--- src/rtl/mdu_iter.sv ---
// mdu_iter: iterative multiply/divide unit for the execute stage.
// Runs MULT/MULTU (and DIV/DIVU when MDU_DIV_EN is defined) over WIDTH+1
// busy cycles (WIDTH RUN cycles plus one FIX cycle), then holds the result
// in HI/LO. It also services MTHI/MTLO writes while idle.
//
// Configuration macro: MDU_DIV_EN -- builds the divider datapath. Without
// it, starts with opE[1]=1 are not accepted and div0 is tied low.
//
// Ports:
//   clk, rst          clock (rising edge), synchronous active-high reset
//   startE, opE       mult/div request; op 00 MULT 01 MULTU 10 DIV 11 DIVU
//   srcaE, srcbE      rs / rt operands
//   hi_weE, lo_weE    MTHI / MTLO write enables, data on wdataE
//   hi, lo            HI / LO registers
//   stallE            combinational stall request to the hazard unit
//   busy              registered, high while not IDLE
//   done              one-cycle pulse during the FIX cycle
//   div0              sticky: last division had a zero divisor
module mdu_iter #(
  parameter int unsigned WIDTH = 32
) (
  input  logic             clk,
  input  logic             rst,
  input  logic             startE,
  input  logic [1:0]       opE,
  input  logic [WIDTH-1:0] srcaE,
  input  logic [WIDTH-1:0] srcbE,
  input  logic             hi_weE,
  input  logic             lo_weE,
  input  logic [WIDTH-1:0] wdataE,
  output logic [WIDTH-1:0] hi,
  output logic [WIDTH-1:0] lo,
  output logic             stallE,
  output logic             busy,
  output logic             done,
  output logic             div0
);

  localparam int unsigned CW = (WIDTH > 1) ? $clog2(WIDTH) : 1;
  localparam logic [CW-1:0] LAST = CW'(WIDTH - 1);

  typedef enum logic [1:0] {IDLE, RUN, FIX} state_t;

  state_t             state;
  logic [CW-1:0]      cnt;
  // Multiply: {partial product, remaining multiplier bits}.
  // Divide:   {partial remainder, dividend bits shifting out / quotient in}.
  logic [2*WIDTH-1:0] acc;
  logic [WIDTH-1:0]   opnd;     // multiplicand magnitude or divisor magnitude
  logic               neg_q;    // product / quotient sign

  logic               op_ok;
  logic               accept;
  logic               sgn, sa, sb;
  logic [WIDTH-1:0]   mag_a, mag_b;
  logic [2*WIDTH-1:0] acc_init;
  logic [WIDTH-1:0]   opnd_init;
  logic [WIDTH:0]     sum;
  logic [2*WIDTH-1:0] step_next;
  logic [2*WIDTH-1:0] prod;
  logic [WIDTH-1:0]   res_hi, res_lo;

`ifdef MDU_DIV_EN
  logic               is_div_q;
  logic               rem_neg_q;
  logic               b_zero_q;
  logic [WIDTH-1:0]   a_q;      // original dividend, returned in HI on /0
  logic [WIDTH:0]     part, diff;
  logic [WIDTH-1:0]   rem_new;

  assign op_ok = 1'b1;
`else
  assign op_ok = ~opE[1];
  assign div0  = 1'b0;
`endif

  assign accept = startE & op_ok & (state == IDLE);
  assign stallE = accept | (state == RUN);

  // Operand preparation: signed ops work on magnitudes.
  always_comb begin
    sgn       = ~opE[0];
    sa        = sgn & srcaE[WIDTH-1];
    sb        = sgn & srcbE[WIDTH-1];
    mag_a     = sa ? ('0 - srcaE) : srcaE;
    mag_b     = sb ? ('0 - srcbE) : srcbE;
    acc_init  = {{WIDTH{1'b0}}, mag_b};
    opnd_init = mag_a;
`ifdef MDU_DIV_EN
    if (opE[1]) begin
      acc_init  = {{WIDTH{1'b0}}, mag_a};
      opnd_init = mag_b;
    end
`endif
  end

  // One iteration step.
  always_comb begin
    sum       = {1'b0, acc[2*WIDTH-1:WIDTH]} + (acc[0] ? {1'b0, opnd} : '0);
    step_next = {sum, acc[WIDTH-1:1]};
`ifdef MDU_DIV_EN
    // Restoring step: shift in next dividend bit, subtract divisor if it fits.
    part    = {acc[2*WIDTH-1:WIDTH], acc[WIDTH-1]};
    diff    = part - {1'b0, opnd};
    rem_new = diff[WIDTH] ? part[WIDTH-1:0] : diff[WIDTH-1:0];
    if (is_div_q) begin
      step_next = {rem_new, acc[WIDTH-2:0], ~diff[WIDTH]};
    end
`endif
  end

  // Sign correction for the FIX commit.
  always_comb begin
    prod   = neg_q ? ('0 - acc) : acc;
    res_hi = prod[2*WIDTH-1:WIDTH];
    res_lo = prod[WIDTH-1:0];
`ifdef MDU_DIV_EN
    if (is_div_q) begin
      if (b_zero_q) begin
        res_hi = a_q;
        res_lo = '1;
      end else begin
        res_lo = neg_q ? ('0 - acc[WIDTH-1:0]) : acc[WIDTH-1:0];
        res_hi = rem_neg_q ? ('0 - acc[2*WIDTH-1:WIDTH]) : acc[2*WIDTH-1:WIDTH];
      end
    end
`endif
  end

  always_ff @(posedge clk) begin
    if (rst) begin
      state     <= IDLE;
      cnt       <= '0;
      acc       <= '0;
      opnd      <= '0;
      neg_q     <= 1'b0;
      busy      <= 1'b0;
      done      <= 1'b0;
      hi        <= '0;
      lo        <= '0;
`ifdef MDU_DIV_EN
      is_div_q  <= 1'b0;
      rem_neg_q <= 1'b0;
      b_zero_q  <= 1'b0;
      a_q       <= '0;
      div0      <= 1'b0;
`endif
    end else begin
      done <= 1'b0;
      case (state)
        IDLE: begin
          if (hi_weE) hi <= wdataE;
          if (lo_weE) lo <= wdataE;
          if (accept) begin
            state <= RUN;
            busy  <= 1'b1;
            cnt   <= '0;
            acc   <= acc_init;
            opnd  <= opnd_init;
            neg_q <= sa ^ sb;
`ifdef MDU_DIV_EN
            is_div_q  <= opE[1];
            rem_neg_q <= sa;
            b_zero_q  <= (srcbE == '0);
            a_q       <= srcaE;
            div0      <= 1'b0;
`endif
          end
        end
        RUN: begin
          acc <= step_next;
          cnt <= cnt + 1'b1;
          if (cnt == LAST) begin
            state <= FIX;
            cnt   <= '0;
            done  <= 1'b1;
          end
        end
        FIX: begin
          hi    <= res_hi;
          lo    <= res_lo;
          state <= IDLE;
          busy  <= 1'b0;
`ifdef MDU_DIV_EN
          div0  <= is_div_q & b_zero_q;
`endif
        end
        default: state <= IDLE;
      endcase
    end
  end

endmodule

--- config.mk ---
export PLATFORM = sky130hd
export DESIGN_NAME = mdu_iter
export DESIGN_NICKNAME = d
export VERILOG_FILES = /design/src/rtl/mdu_iter.sv
export SDC_FILE = /design/constraint.sdc
export NUM_CORES = 1
export LEC_CHECK = 0
export CELL_PAD_IN_SITES_DETAIL_PLACEMENT = 2
export CELL_PAD_IN_SITES_GLOBAL_PLACEMENT = 2
export CORE_UTILIZATION = 29
export DETAILED_ROUTE_END_ITERATION = 16
export GPL_ROUTABILITY_DRIVEN = 0
export HOLD_SLACK_MARGIN = 0.12
export PLACE_DENSITY_LB_ADDON = 0.1
export SYNTH_ARGS = -nofsm -noshare
export SYNTH_HDL_FRONTEND = slang
export SYNTH_SLANG_ARGS = --single-unit
--- constraint.sdc ---
create_clock -name clk -period 3.7 [get_ports clk]
set_clock_uncertainty 0.1 [all_clocks]
set_input_delay 0.925 -clock clk [delete_from_list [all_inputs] [get_ports clk]]
set_output_delay 0.925 -clock clk [all_outputs]
set_load 0.05 [all_outputs]
# Yosys cells after proc, flatten, opt, wreduce, memory -nomap -nowiden
# Index checks and enable logic that the tools add are counted.
# W data, S select, Z words.
# totals
wordCells	59
reg_bits	170
out_inout_bits	68
# op_classes
addsub	5
n_eq_ne	7
n_bitwise	9
muxes	19
n_reduce_logical	10
# ops
cell	n
$mux W32	5
$mux W64	2
$pmux W32 S2	2
$pmux W64 S2	1
$sub A1 B32 Y32 const A	2
$sub A1 B64 Y64 const A	1
$add A32 B32 Y33	1
$reduce_and A2 Y1	6
$mux W5	2
$pmux W5 S2	1
$ne A2 B2 Y1 const B	3
$add A5 B1 Y5 const B	1
$eq A5 B5 Y1 const B	1
$and A1 B1 Y1	4
$mux W2	2
$pmux W2 S2	1
$reduce_bool A2 Y1	2
$not A1 Y1	3
$eq A2 B1 Y1 const B	1
$eq A2 B2 Y1 const B	1
$logic_not A2 Y1	1
$mux W1	2
$ne A2 B1 Y1 const B	1
$pmux W1 S2	1
other kinds (3)	3

# Longest topological paths before layout
# depth
word_depth	5
depth_mapped	14
ltp_nobuf	12

# Worst setup path after synthesis
# No wires, ideal clock.
# synth_timing
path_kind	register to register
start	reg acc[0]
end	reg acc[55]
path_stages_with_launch	15
arrival_time_ns	3.247
period_less_slack_ns	3.463
path_buffers	2
t_required_ns	3.483
slack_ns	0.237
setup_time_ns	0.117
cell_sequence	dfxtp_1 > clkbuf_1 > clkbuf_1 > and2_1 > ha_1 > inv_1 > fa_1 > nor2b_1 > o2111ai_1 > a21boi_0 > a21oi_1 > a2111oi_0 > a21oi_1 > xnor2_1 > a22o_1
# synth_via
elab_chain_len	3
# synth_lines
element	line_no	text
start: declaration	48	logic [2*WIDTH-1:0] acc;
start signal: assignment	158	acc <= acc_init;
start signal: assignment	171	acc <= step_next;
$mux W32	99	sum = {1'b0, acc[2*WIDTH-1:WIDTH]} + (acc[0] ? {1'b0, opnd} : '0);
$add A32 B32 Y33	99	
$pmux W64 S2	150	case (state)
# Every way passes these cells.
# A chain may end at the register's enable or synchronous reset.

# Worst setup path after layout
# layout_timing
start	reg acc[7]
end	reg hi[3]
# layout_via
elab_chain_len	3
# layout_lines
element	line_no	text
$sub A1 B64 Y64	114	prod = neg_q ? ('0 - acc) : acc;
$mux W64	114	
$pmux W32 S2	150	
end signal: assignment	152	if (hi_weE) hi <= wdataE;
end signal: assignment	180	hi <= res_hi;
end: declaration	31	output logic [WIDTH-1:0] hi,
# Every way passes these cells.

==> qor.txt <==
Leak = 5.420 nW
WS Path Type = flop to flop
Clock power frac = 37.8%
relative slew slack = 41.44%
Final ANT Viol Nets = 0
vias in the first global route = 11950
die area = 39070 um^2
Synth Instances = 1438
layout cell share with drive strength beyond 1 = 8.380%
hold_sp = lo[20]
total gr overflow = 0
Seq/Total Area, Yosys = 30.65%
CTS Buffer Depth = 2
DP HPWL = 36040 um
DR pass1 iterations = 4
Ys Warns = 0
Hold-fix buffers, CTS = 0
Inserted Clock Buffers = 17
Synth Register Bits = 170
hold slack = 0.3587 ns
CP Data Required Time = 3.92 ns
Die X = 197.7 um
cell taking the most area after synthesis = dfxtp_1
top_reg_cell synth = dfxtp_1
Seq pwr share = 39.4%
port bufs = 169
initial antenna violation count = 0
Area Overhead vs Synth = 28.45%
total number of vias = 11410
final wirelength = 45300 um
Post-Place Cells = 2091
clock sinks = 170
antenna fix cells = 0
startpoint types = flop
CTS clock-pin slew for the worst setup and hold paths = 0.07 ns
fin cells = 2122
Syn Area/Cell = 7.721 um^2
core area = 37670 um^2
register area = 3405 um^2
Net Sw Power = 1.659 mW
Hold Vio Cnt, Final = 0
Final Setup Violations = 0
Starting Density = 29.48%
Worst R2R Start = acc[7]
CTS tree = yes
Final TNS setup = 0 ns
Area contributors post-synth = dfxtp_1 31%, a21oi_1 6.5%, nor2_1 5.4%
CTS H-tree depth = 4
Cell Pwr Density = 359.0 nW/um^2
area occupied by multi-input gates = 7242 um^2
top-area cell type share of the netlist area = 30.65%
CP max FO = 9
ys async rst share = 0%
largest net degree at the start of global routing = 86
Total Power = 5.120 mW
post-route cell area = 14260 um^2
Hold WC Path Type = flop to flop
Fmax = 290.4 MHz
worst skew pair latency = 0.45 ns
Final nets = 1740
Critical Path Start = acc[7]
clk root buf = clkbuf_16
Peak supply drop = 214.3 uV
Data arrival, critical path = 3.66 ns
MaxCap Viol Count = 0
post-layout minimum cycle time = 3.444 ns
DRT iter0 DRCs = 623
Die Y = 197.7 um
Internal = 3.461 mW
Netlist cell types = 72
Top Ports = 171
Switching Fraction = 32.40%
wire per inst = 21.35 um
Worst-Margin Slew = 0.8784 ns
CP endpoint kind = flop
number of fill cells = 4381
DRC errors left = 0
combinational share of power = 22.8%
status = complete, no violations
number of synthesized flops with an enable pin = 0
vias per cell = 5.378
Mapped Nets = 1579
total track usage = 23.41%
post-placement cell area = 13640 um^2
first-pass GRT wire length = 70640 um
Period Utilization, post-route = 93.08%
cell area after synthesis = 11100 um^2
max-slew violations = 0
Core Rows = 71
unrepaired setup endpoints after global routing = false
[sequential cells by signal, summed over array words and instances, names as in the netlist]
signal	cells
cnt	5
done	1
opnd	32
state	2
busy	1
acc	64
lo	32
neg_q	1
hi	32
[per-stage QoR]
stage                     setup WS [ns]  util [%]
final                            0.2561     37.87
after global routing            0.07800     37.87
after CTS                       0.08235     37.84
after detailed placement        -0.1481     36.22
after global placement         -0.09342     36.22
after floorplan                  0.2367         -
[path summary, 6_finish.rpt]
path | to | slack, ns | depth (start not counted)
max | hi[3] | 0.26 | 8
min | lo[20] | 0.36 | 2
max reg2reg | hi[3] | 0.26 | 8
min reg2reg | lo[20] | 0.36 | 2
[layer usage]
layer,GRT usage (%),routed length [um],up-vias
met3,2.561,1482,38
met2,36.45,19790,196
li1,-,-,5555
met5,0,0,-
met1,34.10,23260,5623
met4,5.771,770,0
[power groups by stage]
stage / Sequential, mW / Combinational (mW) / Clock [mW]
floorplan: 2.18 / 0.527 / 0
global placement: 2.06 / 1.15 / 0
detailed placement: 2.06 / 1.17 / 0
CTS: 2.02 / 1.18 / 1.97
global route: 2.03 / 1.26 / 2.05
finish: 2.02 / 1.17 / 1.93
[timing repair]
action,4_1_cts,5_1_grt
endpoints found under the setup margin,0,7
setup buffers,0,0
endpoints found under the hold margin,0,0
gates resized for setup,0,3
[cell type report]
cell class,count,share of cell area (%)
timing repair buffer,241,15.88
clock inverter,14,1.298
inverter,27,0.7106
tap,511,4.483
sequential,170,23.87
clock buffer,17,2.983
multi-input combinational,1142,50.78
[cell families after synthesis]
family	Yosys count	share of synthesized area, %
and+or+nand+nor	507	22.40
muxes	10	0.9128
other	1	0.03377
DFF	170	30.65
adders and majority gates	38	4.350
xor gates and xnor gates	127	10.02
AOI/OAI and AO/OA	459	27.25
buffers and inverters	126	4.384
[placed cells by master, fill, tap and decap left out, types with 9 or more instances in the layout]
master / Yosys / layout
mux2i_1: 9 / 9
inv_1: 27 / 27
nand3_1: 27 / 27
clkbuf_16: 0 / 17
a21oi_1: 145 / 145
nand2b_1: 15 / 15
or4_1: 15 / 15
or3_1: 27 / 27
nand2_1: 118 / 118
nor3_1: 28 / 28
a31oi_1: 10 / 10
and3_1: 11 / 11
o21ai_0: 62 / 62
xnor2_1: 65 / 65
nor4_1: 18 / 17
and2_1: 38 / 38
a22o_1: 20 / 20
a211oi_1: 52 / 52
clkdlybuf4s50_1: 0 / 167
ha_1: 37 / 37
nor2_1: 160 / 159
o22ai_1: 23 / 23
o41ai_1: 13 / 13
o31ai_1: 18 / 18
xor2_1: 62 / 62
a22oi_1: 38 / 38
a21o_1: 22 / 22
nor2b_1: 12 / 10
buf_4: 1 / 71
dfxtp_1: 170 / 169
[cell usage after synthesis, drive strengths merged (3+ instances only)]
master,number
a211o,4
a211oi,52
a21o,22
a21oi,145
a221oi,6
a222oi,6
a22o,20
a22oi,38
a311oi,6
a31oi,10
and2,38
and3,11
buf,12
clkbuf,87
dfxtp,170
ha,37
inv,27
mux2i,9
nand2,118
nand2b,15
nand3,27
nand3b,7
nand4,8
nor2,160
nor2b,12
nor3,29
nor3b,3
nor4,18
o211ai,4
o21ai,63
o21bai,4
o22ai,23
o31ai,19
o41ai,16
or2,8
or3,30
or4,17
xnor2,65
xor2,62
[worst max-delay path: stages, from the launching register on]
cell and delay, ns:
dfxtp_1 0.40, or4_4 0.58, or3_4 0.38, or4_4 0.61, or3_1 0.47, o31ai_2 0.24, xor2_1 0.29, a211o_1 0.18
a21oi_1 0.06
Note: power is estimated with default switching activity, not from simulation.
